`config.mk`:
```
export PLATFORM = sky130hd
export DESIGN_NAME = inst_rom_arbiter
export DESIGN_NICKNAME = d
export VERILOG_FILES = /design/src/rtl/inst_rom_arbiter.sv
export SDC_FILE = /design/constraint.sdc
export NUM_CORES = 1
export LEC_CHECK = 0
export ABC_AREA = 0
export BUFFER_PORTS_ARGS = -buffer_cell sky130_fd_sc_hd__buf_2
export CAP_MARGIN = 20
export CORE_ASPECT_RATIO = 1.1
export CORE_UTILIZATION = 27
export CTS_CLUSTER_DIAMETER = 80
export DETAILED_ROUTE_END_ITERATION = 10
export HOLD_SLACK_MARGIN = 0.06
export PLACE_DENSITY_LB_ADDON = 0.08
export SLEW_MARGIN = 5
export SYNTH_ARGS = -nofsm -noshare
export SYNTH_HDL_FRONTEND = slang
export SYNTH_SLANG_ARGS = --single-unit
```
`constraint.sdc`:
```
create_clock -name clk -period 3.4 [get_ports clk]
set_input_delay 0.51 -clock clk [delete_from_list [all_inputs] [get_ports clk]]
set_output_delay 0.51 -clock clk [all_outputs]
set_load 0.01 [all_outputs]
```
`src/rtl/inst_rom_arbiter.sv`:
```
// Two-requester arbiter for the shared combinational instruction ROM port.
// m0 (fetch) has fixed priority; m1 is forced through after MAX_WAIT back-to-back m0 wins.
module inst_rom_arbiter #(
  parameter int ADDR_W     = 32,
  parameter int DEPTH_LOG2 = 17,
  parameter int MAX_WAIT   = 4
) (
  input  logic              clk,
  input  logic              rst,
  input  logic              m0_req,
  input  logic [ADDR_W-1:0] m0_addr,
  output logic              m0_ack,
  output logic [31:0]       m0_rdata,
  output logic              m0_err,
  input  logic              m1_req,
  input  logic [ADDR_W-1:0] m1_addr,
  output logic              m1_ack,
  output logic [31:0]       m1_rdata,
  output logic              m1_err,
  output logic              stallreq_if,
  output logic              rom_ce,
  output logic [ADDR_W-1:0] rom_addr,
  input  logic [31:0]       rom_inst
);

  localparam int WCW = (MAX_WAIT < 1) ? 1 : $clog2(MAX_WAIT + 1);
  localparam logic [WCW-1:0] WAIT_MAX = WCW'(MAX_WAIT);
  localparam logic [WCW-1:0] WAIT_ONE = WCW'(1);

  // Address is in range when every bit above the word index is zero.
  function automatic logic addr_in_range(input logic [ADDR_W-1:0] a);
    return ((a >> (DEPTH_LOG2 + 2)) == {ADDR_W{1'b0}});
  endfunction

  logic [WCW-1:0]    wait_cnt_q, wait_cnt_d;
  logic              m0_ack_q, m0_ack_d, m0_err_q, m0_err_d;
  logic              m1_ack_q, m1_ack_d, m1_err_q, m1_err_d;
  logic [31:0]       m0_rdata_q, m0_rdata_d, m1_rdata_q, m1_rdata_d;

  logic              grant_m0_s, grant_m1_s, win_in_range_s;
  logic [ADDR_W-1:0] win_addr_s;
  logic [31:0]       win_data_s;

  // Arbitration, ROM drive and stall request; everything is gated off while in reset.
  always_comb begin
    grant_m0_s     = 1'b0;
    grant_m1_s     = 1'b0;
    win_addr_s     = {ADDR_W{1'b0}};
    win_in_range_s = 1'b0;
    rom_ce         = 1'b0;
    rom_addr       = {ADDR_W{1'b0}};
    stallreq_if    = 1'b0;
    if (rst && m1_req && (!m0_req || (wait_cnt_q == WAIT_MAX))) begin
      grant_m1_s = 1'b1;
    end else if (rst && m0_req) begin
      grant_m0_s = 1'b1;
    end else begin
      grant_m0_s = 1'b0;
      grant_m1_s = 1'b0;
    end
    if (grant_m1_s) begin
      win_addr_s = m1_addr;
    end else begin
      win_addr_s = m0_addr;
    end
    win_in_range_s = addr_in_range(win_addr_s);
    if ((grant_m0_s || grant_m1_s) && win_in_range_s) begin
      rom_ce   = 1'b1;
      rom_addr = win_addr_s;
    end else begin
      rom_ce   = 1'b0;
      rom_addr = {ADDR_W{1'b0}};
    end
    stallreq_if = rst & m0_req & ~grant_m0_s;
  end

  // Next-state for the response registers and the m1 starvation counter.
  always_comb begin
    if (win_in_range_s) begin
      win_data_s = rom_inst;
    end else begin
      win_data_s = 32'd0;
    end
    m0_ack_d   = grant_m0_s;
    m1_ack_d   = grant_m1_s;
    m0_err_d   = grant_m0_s & ~win_in_range_s;
    m1_err_d   = grant_m1_s & ~win_in_range_s;
    m0_rdata_d = m0_rdata_q;
    m1_rdata_d = m1_rdata_q;
    if (grant_m0_s) begin
      m0_rdata_d = win_data_s;
    end else begin
      m0_rdata_d = m0_rdata_q;
    end
    if (grant_m1_s) begin
      m1_rdata_d = win_data_s;
    end else begin
      m1_rdata_d = m1_rdata_q;
    end
    if (grant_m1_s || !m1_req) begin
      wait_cnt_d = {WCW{1'b0}};
    end else if (grant_m0_s && (wait_cnt_q != WAIT_MAX)) begin
      wait_cnt_d = wait_cnt_q + WAIT_ONE;
    end else begin
      wait_cnt_d = wait_cnt_q;
    end
  end

  // State registers; a reset edge drops any response that was about to be delivered.
  always_ff @(posedge clk) begin
    if (!rst) begin
      wait_cnt_q <= {WCW{1'b0}};
      m0_ack_q   <= 1'b0;
      m0_err_q   <= 1'b0;
      m0_rdata_q <= 32'd0;
      m1_ack_q   <= 1'b0;
      m1_err_q   <= 1'b0;
      m1_rdata_q <= 32'd0;
    end else begin
      wait_cnt_q <= wait_cnt_d;
      m0_ack_q   <= m0_ack_d;
      m0_err_q   <= m0_err_d;
      m0_rdata_q <= m0_rdata_d;
      m1_ack_q   <= m1_ack_d;
      m1_err_q   <= m1_err_d;
      m1_rdata_q <= m1_rdata_d;
    end
  end

  assign m0_ack   = m0_ack_q;
  assign m0_err   = m0_err_q;
  assign m0_rdata = m0_rdata_q;
  assign m1_ack   = m1_ack_q;
  assign m1_err   = m1_err_q;
  assign m1_rdata = m1_rdata_q;

endmodule

```
==> flow_summary.ini, run 1 <==
[setup_path]
startpoint = wait_cnt_q[0]
startpoint_type = flop
reg2reg_from = wait_cnt_q[0]
critical_path_class = flop to output pin
rr_endpoint = m1_rdata[24]
reg2reg_depth = 8
cp-end-kind = output pin
regToRegSetupSlack_ns = 1.32
cp_max_fo = 11
cp-endpoint = rom_addr[18]
cp.required_ns = 2.89
arrival_ns = 2.48

[detailed_routing]
vias = 2674
wl_met2_um = 3850
initialDrtViolationCount = 92
highest_layer = met4
vias_per_cell = 4.60
wl_met3_um = 498
wire_per_inst_um = 14.2
dr.pass1.iters = 4
detail-route-antenna-nets = 0
routedLengthMet1_um = 3800
remaining_drc_errors = 0
routed_wl_um = 8240

[grt]
grt_pass1_vias = 2571
antenna_found_initial = 0
grt_pass1_wl_um = 13000
track_usage_pct = 15.2
overflow = 0
grt_max_degree = 33

[synth]
synth.ff_latch_count = 71
synth.cell_area_um2 = 2810
synth_cells = 270
yosysWarnings = 0
ys_top_cells_by_area = dfxtp_1, a22o_1, a21oi_2
async_flop_share_pct = 0
synth_top_flop_cell = dfxtp_1
avgSynthCellArea_um2 = 10.4
yosys.area.top_type = dfxtp_1
synth.top_cell.area_share_pct = 50.7
synth_cell_type_count = 30
synth-edff-count = 0
ys_seq_area_share_pct = 50.7

[timing]
setup-tns-final_ns = 0
worst_pin_slew_ns = 0.654
finalHoldViolations = 0
fmax_mhz = 334
setup_viol = 0
slew_headroom_pct = 56.3
hold_ws_ns = 0.399
fin_crit_ns = 2.99
slew_viol_final = 0
fin_crit_sh_pct = 88.0
rsz0062_at_grt = no
clock_skew_ns = 0.0106

[clocking]
clock_path_buffers = 2
cts-hold-fix-buffers = 0
clock_latency_ns = 0.33
clkSlewWorstSetupHoldPaths_ns = 0.08
cts_tree = built
cts_buffers = 9
postCtsSetupBuffers = 0
cts-resized-gates = 0
cts_htree_levels = 3
clkSinkCount = 71
clock_tree.root_cell = clkbuf_8

[finish]
nets = 559
syn2layout_area_growth_pct = 41.5
drive_gt1_share_pct = 51.2
diodes = 0
fillerInstances = 1059

[floorplanning]
die_h_um = 109
io_pins = 202
core_area_um2 = 9980
dieWidth_um = 99.2
start_util_pct = 28.1
die-area_um2 = 10800
num_rows = 38

[flow_run]
drv_cap = 0

[place]
port_buffers = 188
place.gp.congestion = 0.698
hpwl_um = 5900

[pwr]
total_power_w = 0.00155
ir_worst_vdd_uv = 175
cellPowerDensity_nw_per_um2 = 391
leakagePower_nw = 2.07

[min_path]
hp-class = input port to flop

[status]
status = finished, final reports clean
==> cell usage in the layout, fill, tap and decap left out, drive strengths merged, types with 4 or more instances in the layout <==
master / synthesis / final
a21oi: 21 / 21
a22o: 64 / 64
and2: 4 / 4
buf: 27 / 196
clkbuf: 5 / 10
clkinv: 0 / 4
conb: 1 / 13
dfxtp: 71 / 71
inv: 5 / 5
nand2: 44 / 44
nor2: 5 / 5
nor4: 4 / 4
==> Yosys cell counts (2+ instances only) <==
cell type / instances
a21boi_1: 2
a21oi_1: 2
a21oi_2: 19
a22o_1: 64
and2_1: 4
buf_2: 9
buf_4: 13
buf_6: 5
clkbuf_1: 4
dfxtp_1: 71
ha_1: 2
inv_1: 5
mux2i_1: 2
nand2_1: 44
nand3_1: 2
nor2_1: 5
nor3_1: 2
nor4_1: 3
==> registers in the layout, indices dropped and copies added, names as in the netlist <==
register / cells
m0_err: 1
wait_cnt_q: 3
m1_err: 1
m0_ack: 1
m1_ack: 1
m0_rdata: 32
m1_rdata: 32
==> cell families (layout without fill, tap and decap cells) <==
logic type | Yosys count | in the layout | share of synthesized area, %
other | 1 | 13 | 0.134
AND/OR/NAND/NOR | 64 | 64 | 10.2
multiplexers | 2 | 2 | 0.714
flip-flops | 71 | 71 | 50.7
AO/OA/AOI/OAI | 93 | 93 | 28.9
adder cells (fa/ha/maj) | 2 | 2 | 0.892
buffers and inverters | 37 | 216 | 8.47
==> layout make-up <==
cell class	count	area [um2]	area share, %
multi-input cells	174	1200	30.2
well taps	120	150	3.78
clock inverters	5	35.0	0.883
clock buffers	10	138	3.47
inverters	5	18.8	0.473
flip-flops and latches	71	1420	35.8
repair buffers	196	1010	25.4
==> through the flow <==
step	setup slack, ns	instances	util (%)	area (um2)
2_1_floorplan	1.21	282	-	2850
3_3_place_gp	0.489	565	37.9	3780
3_5_place_dp	0.454	565	37.9	3780
4_1_cts	0.168	580	39.6	3950
5_1_grt	0.199	581	39.7	3970
6_report	0.409	581	39.7	3970
==> critical path, stage by stage, from the launching register on <==
cell and delay [ns]:
dfxtp_1 0.32, inv_1 0.07, ha_1 0.23, a21boi_1 0.09
o211ai_1 0.37, o32a_1 0.66, buf_8 0.24, a21oi_2 0.04
buf_2 0.13
==> power by group <==
part	internal (W)	total [W]	switching, W
combinational	0.0000554	0.000128	0.0000727
clock	0.000281	0.000590	0.000309
sequential	0.000834	0.000834	0.000000716
==> per-layer routing <==
layer / vias to the layer above / global-route usage (%)
met2: 108 / 24.8
li1: 1320 / -
met3: 6 / 3.97
met1: 1240 / 19.6
met5: - / 0
met4: 0 / 4.83
==> worst min path at each step <==
stage	from	to	slack [ns]	cells after the start
after detailed placement	m1_rdata[13]	m1_rdata[13]	0.46	1
after global routing	rom_inst[4]	m0_rdata[4]	0.38	2
after floorplan	wait_cnt_q[0]	wait_cnt_q[0]	0.48	2
after CTS	rom_inst[5]	m0_rdata[5]	0.38	2
final	rom_inst[5]	m0_rdata[5]	0.40	2
after global placement	m1_rdata[26]	m1_rdata[26]	0.46	1
Note: power is estimated with default switching activity, not from simulation.
==> run 2: changes to the inputs <==
==> constraint.sdc (replaced) <==
create_clock -name clk -period 3.4 [get_ports clk]
set_input_delay 0.68 -clock clk [delete_from_list [all_inputs] [get_ports clk]]
set_output_delay 0.68 -clock clk [all_outputs]
set_load 0.01 [all_outputs]
==> run 2 against run 1 <==
Against the previous run:
- clock skew barely moved
- via count fell by 0.90%
- critical path depth did not move
- wire length fell by 0.24%
- clock-buffer cell count rose by 1
- design area fell by 0.41%
- highest routed layer unchanged
- sequential power barely moved
- register-to-register slack improved by 0.05 ns
- power fell by 1.0%
- combinational power barely moved
- flip-flop and latch count did not move
- largest power group unchanged
- first-iteration DRC count fell by 28%
==> flow_summary.ini, run 2 (same netlist as run 1, synthesis figures left out) <==
[setup_path]
cp.required_ns = 2.72
arrival_ns = 2.21
reg2reg_from = wait_cnt_q[0]
rr_endpoint = m1_rdata[27]
cp-end-kind = output pin
reg2reg_depth = 8
regToRegSetupSlack_ns = 1.37
critical_path_class = flop to output pin
cp_max_fo = 20
startpoint_type = flop

[clocking]
cts-resized-gates = 0
clock_tree.root_cell = clkbuf_8
clkSinkCount = 71
postCtsSetupBuffers = 0
clkSlewWorstSetupHoldPaths_ns = 0.07
cts_buffers = 9
clock_latency_ns = 0.34
cts_tree = built
cts-hold-fix-buffers = 0
cts_htree_levels = 3
clock_path_buffers = 2

[grt]
track_usage_pct = 15.1
overflow = 0
antenna_found_initial = 0
grt_pass1_wl_um = 12300
grt_pass1_vias = 2393
grt_max_degree = 33

[finish]
regArea_um2 = 1420
nets = 559
syn2layout_area_growth_pct = 40.9
drive_gt1_share_pct = 51.0
fillerInstances = 1069
layout_commonest_cell = buf_2
utilization_pct = 39.6
final_area_um2 = 3950
diodes = 0
mostFrequentLayoutCells = buf_2, dfxtp_1, a22o_1
multi_input_comb_area_um2 = 1200

[timing]
hold_ws_ns = 0.472
setup_viol = 0
fin_crit_sh_pct = 85.1
clock_skew_ns = 0.0110
rsz0062_at_grt = no
worst_pin_slew_ns = 0.586
fin_crit_ns = 2.89
finalHoldViolations = 0
fmax_mhz = 346
slew_viol_final = 0
slew_headroom_pct = 60.9
setup-tns-final_ns = 0

[place]
hpwl_um = 5920
postPlaceCellArea_um2 = 3790
place.gp.congestion = 0.703
port_buffers = 188

[floorplanning]
die-area_um2 = 10800
dieWidth_um = 99.2
io_pins = 202
die_h_um = 109
start_util_pct = 28.1
core_area_um2 = 9980
num_rows = 38

[min_path]
hold_start = m0_rdata[29]
hp-class = flop to flop
holdPathEnd = m0_rdata[29]
min_delay_path_depth = 1

[pwr]
cellPowerDensity_nw_per_um2 = 389
leakagePower_nw = 2.07
ir_worst_vdd_uv = 153
total_power_w = 0.00154

[detailed_routing]
vias = 2650
detail-route-antenna-nets = 0
dr.pass1.iters = 4
routed_wl_um = 8220
vias_per_cell = 4.56
wire_per_inst_um = 14.1
initialDrtViolationCount = 66
remaining_drc_errors = 0

[flow_run]
drv_cap = 0

[status]
status = finished, final reports clean
==> run 2: cell count changes in the layout (fill, tap and decap cells not counted) <==
cell / previous run / this run
buf_8: 1 / 0
clkinv_4: 2 / 0
buf_4: 7 / 8
clkbuf_1: 0 / 1
clkinv_2: 2 / 3
==> run 2: how the worst max path moves through the flow <==
| stage | cells after the start | start | slack [ns] | endpoint |
|---|---|---|---|---|
| 6_report | 8 | wait_cnt_q[0] | 0.51 | rom_addr[9] |
| 5_1_grt | 8 | wait_cnt_q[0] | 0.31 | rom_ce |
| 4_1_cts | 8 | wait_cnt_q[0] | 0.47 | rom_addr[1] |
| 3_5_place_dp | 7 | m1_addr[26] | 0.51 | rom_addr[9] |
| 3_3_place_gp | 7 | m1_addr[26] | 0.54 | rom_addr[16] |
| 2_1_floorplan | 5 | m1_addr[26] | 0.87 | rom_addr[0] |
==> run 2: stage by stage <==
step           std cells  worst slack [ns]
2_1_floorplan        282             0.869
3_3_place_gp         566             0.540
3_5_place_dp         566             0.505
4_1_cts              581             0.468
5_1_grt              581             0.309
6_report             581             0.507
==> run 2: critical path, stage by stage (launching register included) <==
cell     delay (ns)
dfxtp_1        0.31
inv_1          0.06
ha_1           0.22
a21bo_2        0.18
nand4_2        0.19
o32a_1         0.39
buf_4          0.23
a21oi_2        0.14
buf_2          0.14
==> run 2: layer usage <==
metal  share of wire (%)  routed length, um  track usage, %  vias up
met5                   0                  0               0        -
met4                 1.6                128            5.78        0
met3                 6.0                492            4.36       11
met2                  48               3940            24.5      106
met1                  44               3660            19.0     1212
li1                    -                  -               -     1321
==> run 2: layout make-up <==
class,instances,area share (%)
Tap cell,120,3.80
Sequential cell,71,36.0
Clock buffer,11,3.58
Inverter,5,0.475
Clock inverter,4,0.570
Multi-Input combinational cell,174,30.3
Timing Repair Buffer,196,25.3
==> run 2: power breakdown <==
group	switching, W	internal, W	total, W
registers	0.000000761	0.000834	0.000835
logic	0.0000726	0.0000554	0.000128
clock network	0.000296	0.000277	0.000573
total	0.000370	0.00117	0.00154
==> run 3: changes to the inputs <==
--- a/config.mk
+++ b/config.mk
@@ -10,6 +10,7 @@
 export CAP_MARGIN = 20
 export CORE_ASPECT_RATIO = 1.1
 export CORE_UTILIZATION = 27
+export CTS_BUF_LIST = sky130_fd_sc_hd__clkbuf_4 sky130_fd_sc_hd__clkbuf_8 sky130_fd_sc_hd__clkbuf_16
 export CTS_CLUSTER_DIAMETER = 80
 export DETAILED_ROUTE_END_ITERATION = 10
 export HOLD_SLACK_MARGIN = 0.06
==> run 3 against run 2 <==
Against the previous run:
- sequential share of layout area about the same
- combinational power about the same
- utilization is essentially flat
- design area about the same
- final cell count is the same
- clock skew is essentially flat
- non-clock buffer count did not move
- power is 0.44% higher
- clock power grew 1%
- first-iteration DRC count decreased by 1.5%
- die area unchanged
==> flow_summary.ini, run 3 (same netlist as run 1, synthesis figures left out) <==
[detailed_routing]
detail-route-antenna-nets = 0
vias_per_cell = 4.55
initialDrtViolationCount = 65
dr.pass1.iters = 4
vias = 2645
routed_wl_um = 8230
wire_per_inst_um = 14.2
remaining_drc_errors = 0

[floorplanning]
die-area_um2 = 10800
num_rows = 38
core_area_um2 = 9980
io_pins = 202
die_h_um = 109
dieWidth_um = 99.2
start_util_pct = 28.1

[place]
preCtsSetupSlack_ns = 0.505
hpwl_um = 5920
port_buffers = 188
place.gp.congestion = 0.703

[clocking]
cts-hold-fix-buffers = 0
clock_latency_ns = 0.34
clkSlewWorstSetupHoldPaths_ns = 0.07
cts_htree_levels = 3
postCtsSetupBuffers = 0
clock_tree.root_cell = clkbuf_8
clock_path_buffers = 2
cts_tree = built
cts_buffers = 9
clkSinkCount = 71
cts-resized-gates = 0

[timing]
worst_pin_slew_ns = 0.586
setup_slack_ns = 0.507
slew_viol_final = 0
fin_crit_ns = 2.89
fmax_mhz = 346
setup_viol = 0
slew_headroom_pct = 60.9
fin_crit_sh_pct = 85.1
finalHoldViolations = 0
clock_skew_ns = 0.0110
setup-tns-final_ns = 0
rsz0062_at_grt = no

[grt]
grt_pass1_wl_um = 12300
grt_pass1_vias = 2395
track_usage_pct = 15.1
antenna_found_initial = 0
overflow = 0
grt_max_degree = 33

[setup_path]
startpoint_type = flop
regToRegSetupSlack_ns = 1.36
slowest_delay_ns = 0.39
cp.required_ns = 2.72
cp-end-kind = output pin
rr_endpoint = m1_rdata[27]
critical_path_class = flop to output pin
reg2reg_from = wait_cnt_q[0]
startpoint = wait_cnt_q[0]
crit_chain = inv_1 > ha_1 > a21bo_2 > nand4_2 > o32a_1 > buf_4 > a21oi_2 > buf_2
cp_max_fo = 20
critPathSlowestCell = o32a_1
reg2reg_depth = 8
arrival_ns = 2.21
cp-endpoint = rom_addr[9]

[finish]
drive_gt1_share_pct = 51.2
nets = 559
mostFrequentLayoutCells = buf_2, dfxtp_1, a22o_1
syn2layout_area_growth_pct = 41.0
layout_commonest_cell = buf_2
diodes = 0

[pwr]
leakagePower_nw = 2.07
cellPowerDensity_nw_per_um2 = 390
ir_worst_vdd_uv = 153

[min_path]
min_delay_path_depth = 1
hp-class = flop to flop

[status]
status = finished, final reports clean

[flow_run]
drv_cap = 0
[run 3: cell counts in the layout (fill, tap and decap cells not counted)]
Identical to the previous run, type by type.
[run 3: power breakdown]
group / internal [W] / leakage (nW) / switching [W] / total (W)
sequential: 0.000834 / 0.573 / 0.000000761 / 0.000835
combinational: 0.0000554 / 1.41 / 0.0000727 / 0.000128
clock: 0.000285 / 0.0884 / 0.000295 / 0.000580
[run 3: cell type report]
class / instances / area, um2
Inverter: 5 / 18.8
Tap cell: 120 / 150
Timing Repair Buffer: 196 / 1000
Clock buffer: 11 / 145
Multi-Input combinational cell: 174 / 1200
Fill cell: 1068 / 6030
Sequential cell: 71 / 1420
Clock inverter: 4 / 22.5
[run 3: worst min path at each step]
stage / startpoint / slack (ns) / end
2_1_floorplan: wait_cnt_q[0] / 0.48 / wait_cnt_q[0]
6_report: m0_rdata[29] / 0.47 / m0_rdata[29]
3_3_place_gp: m0_rdata[13] / 0.46 / m0_rdata[13]
5_1_grt: m0_rdata[29] / 0.49 / m0_rdata[29]
3_5_place_dp: m1_rdata[14] / 0.46 / m1_rdata[14]
4_1_cts: m0_rdata[21] / 0.48 / m0_rdata[21]
[run 3: critical path, delay by kind of cell (launching register included)]
family,cells,cell delay [ns]
AOI/OAI and AO/OA,3,0.71
buffers and inverters,3,0.43
DFF,1,0.31
adders and majority gates,1,0.22
and+or+nand+nor,1,0.19
[run 3: through the flow]
step / area (um2) / hold WS [ns] / utilization (%) / total power [W] / instances
2_1_floorplan: 2850 / 0.479 / - / 0.000915 / 282
3_3_place_gp: 3790 / 0.456 / 37.9 / 0.000982 / 566
3_5_place_dp: 3790 / 0.458 / 37.9 / 0.000983 / 566
4_1_cts: 3960 / 0.478 / 39.6 / 0.00157 / 581
5_1_grt: 3960 / 0.489 / 39.6 / 0.00163 / 581
6_report: 3960 / 0.472 / 39.6 / 0.00154 / 581
[run 3: metal layers]
layer / vias to the layer above / GRT usage, % / wire [um]
li1: 1322 / - / -
met1: 1206 / 19.0 / 3670
met2: 106 / 24.5 / 3940
met3: 11 / 4.36 / 495
met4: 0 / 5.78 / 128
met5: - / 0 / 0
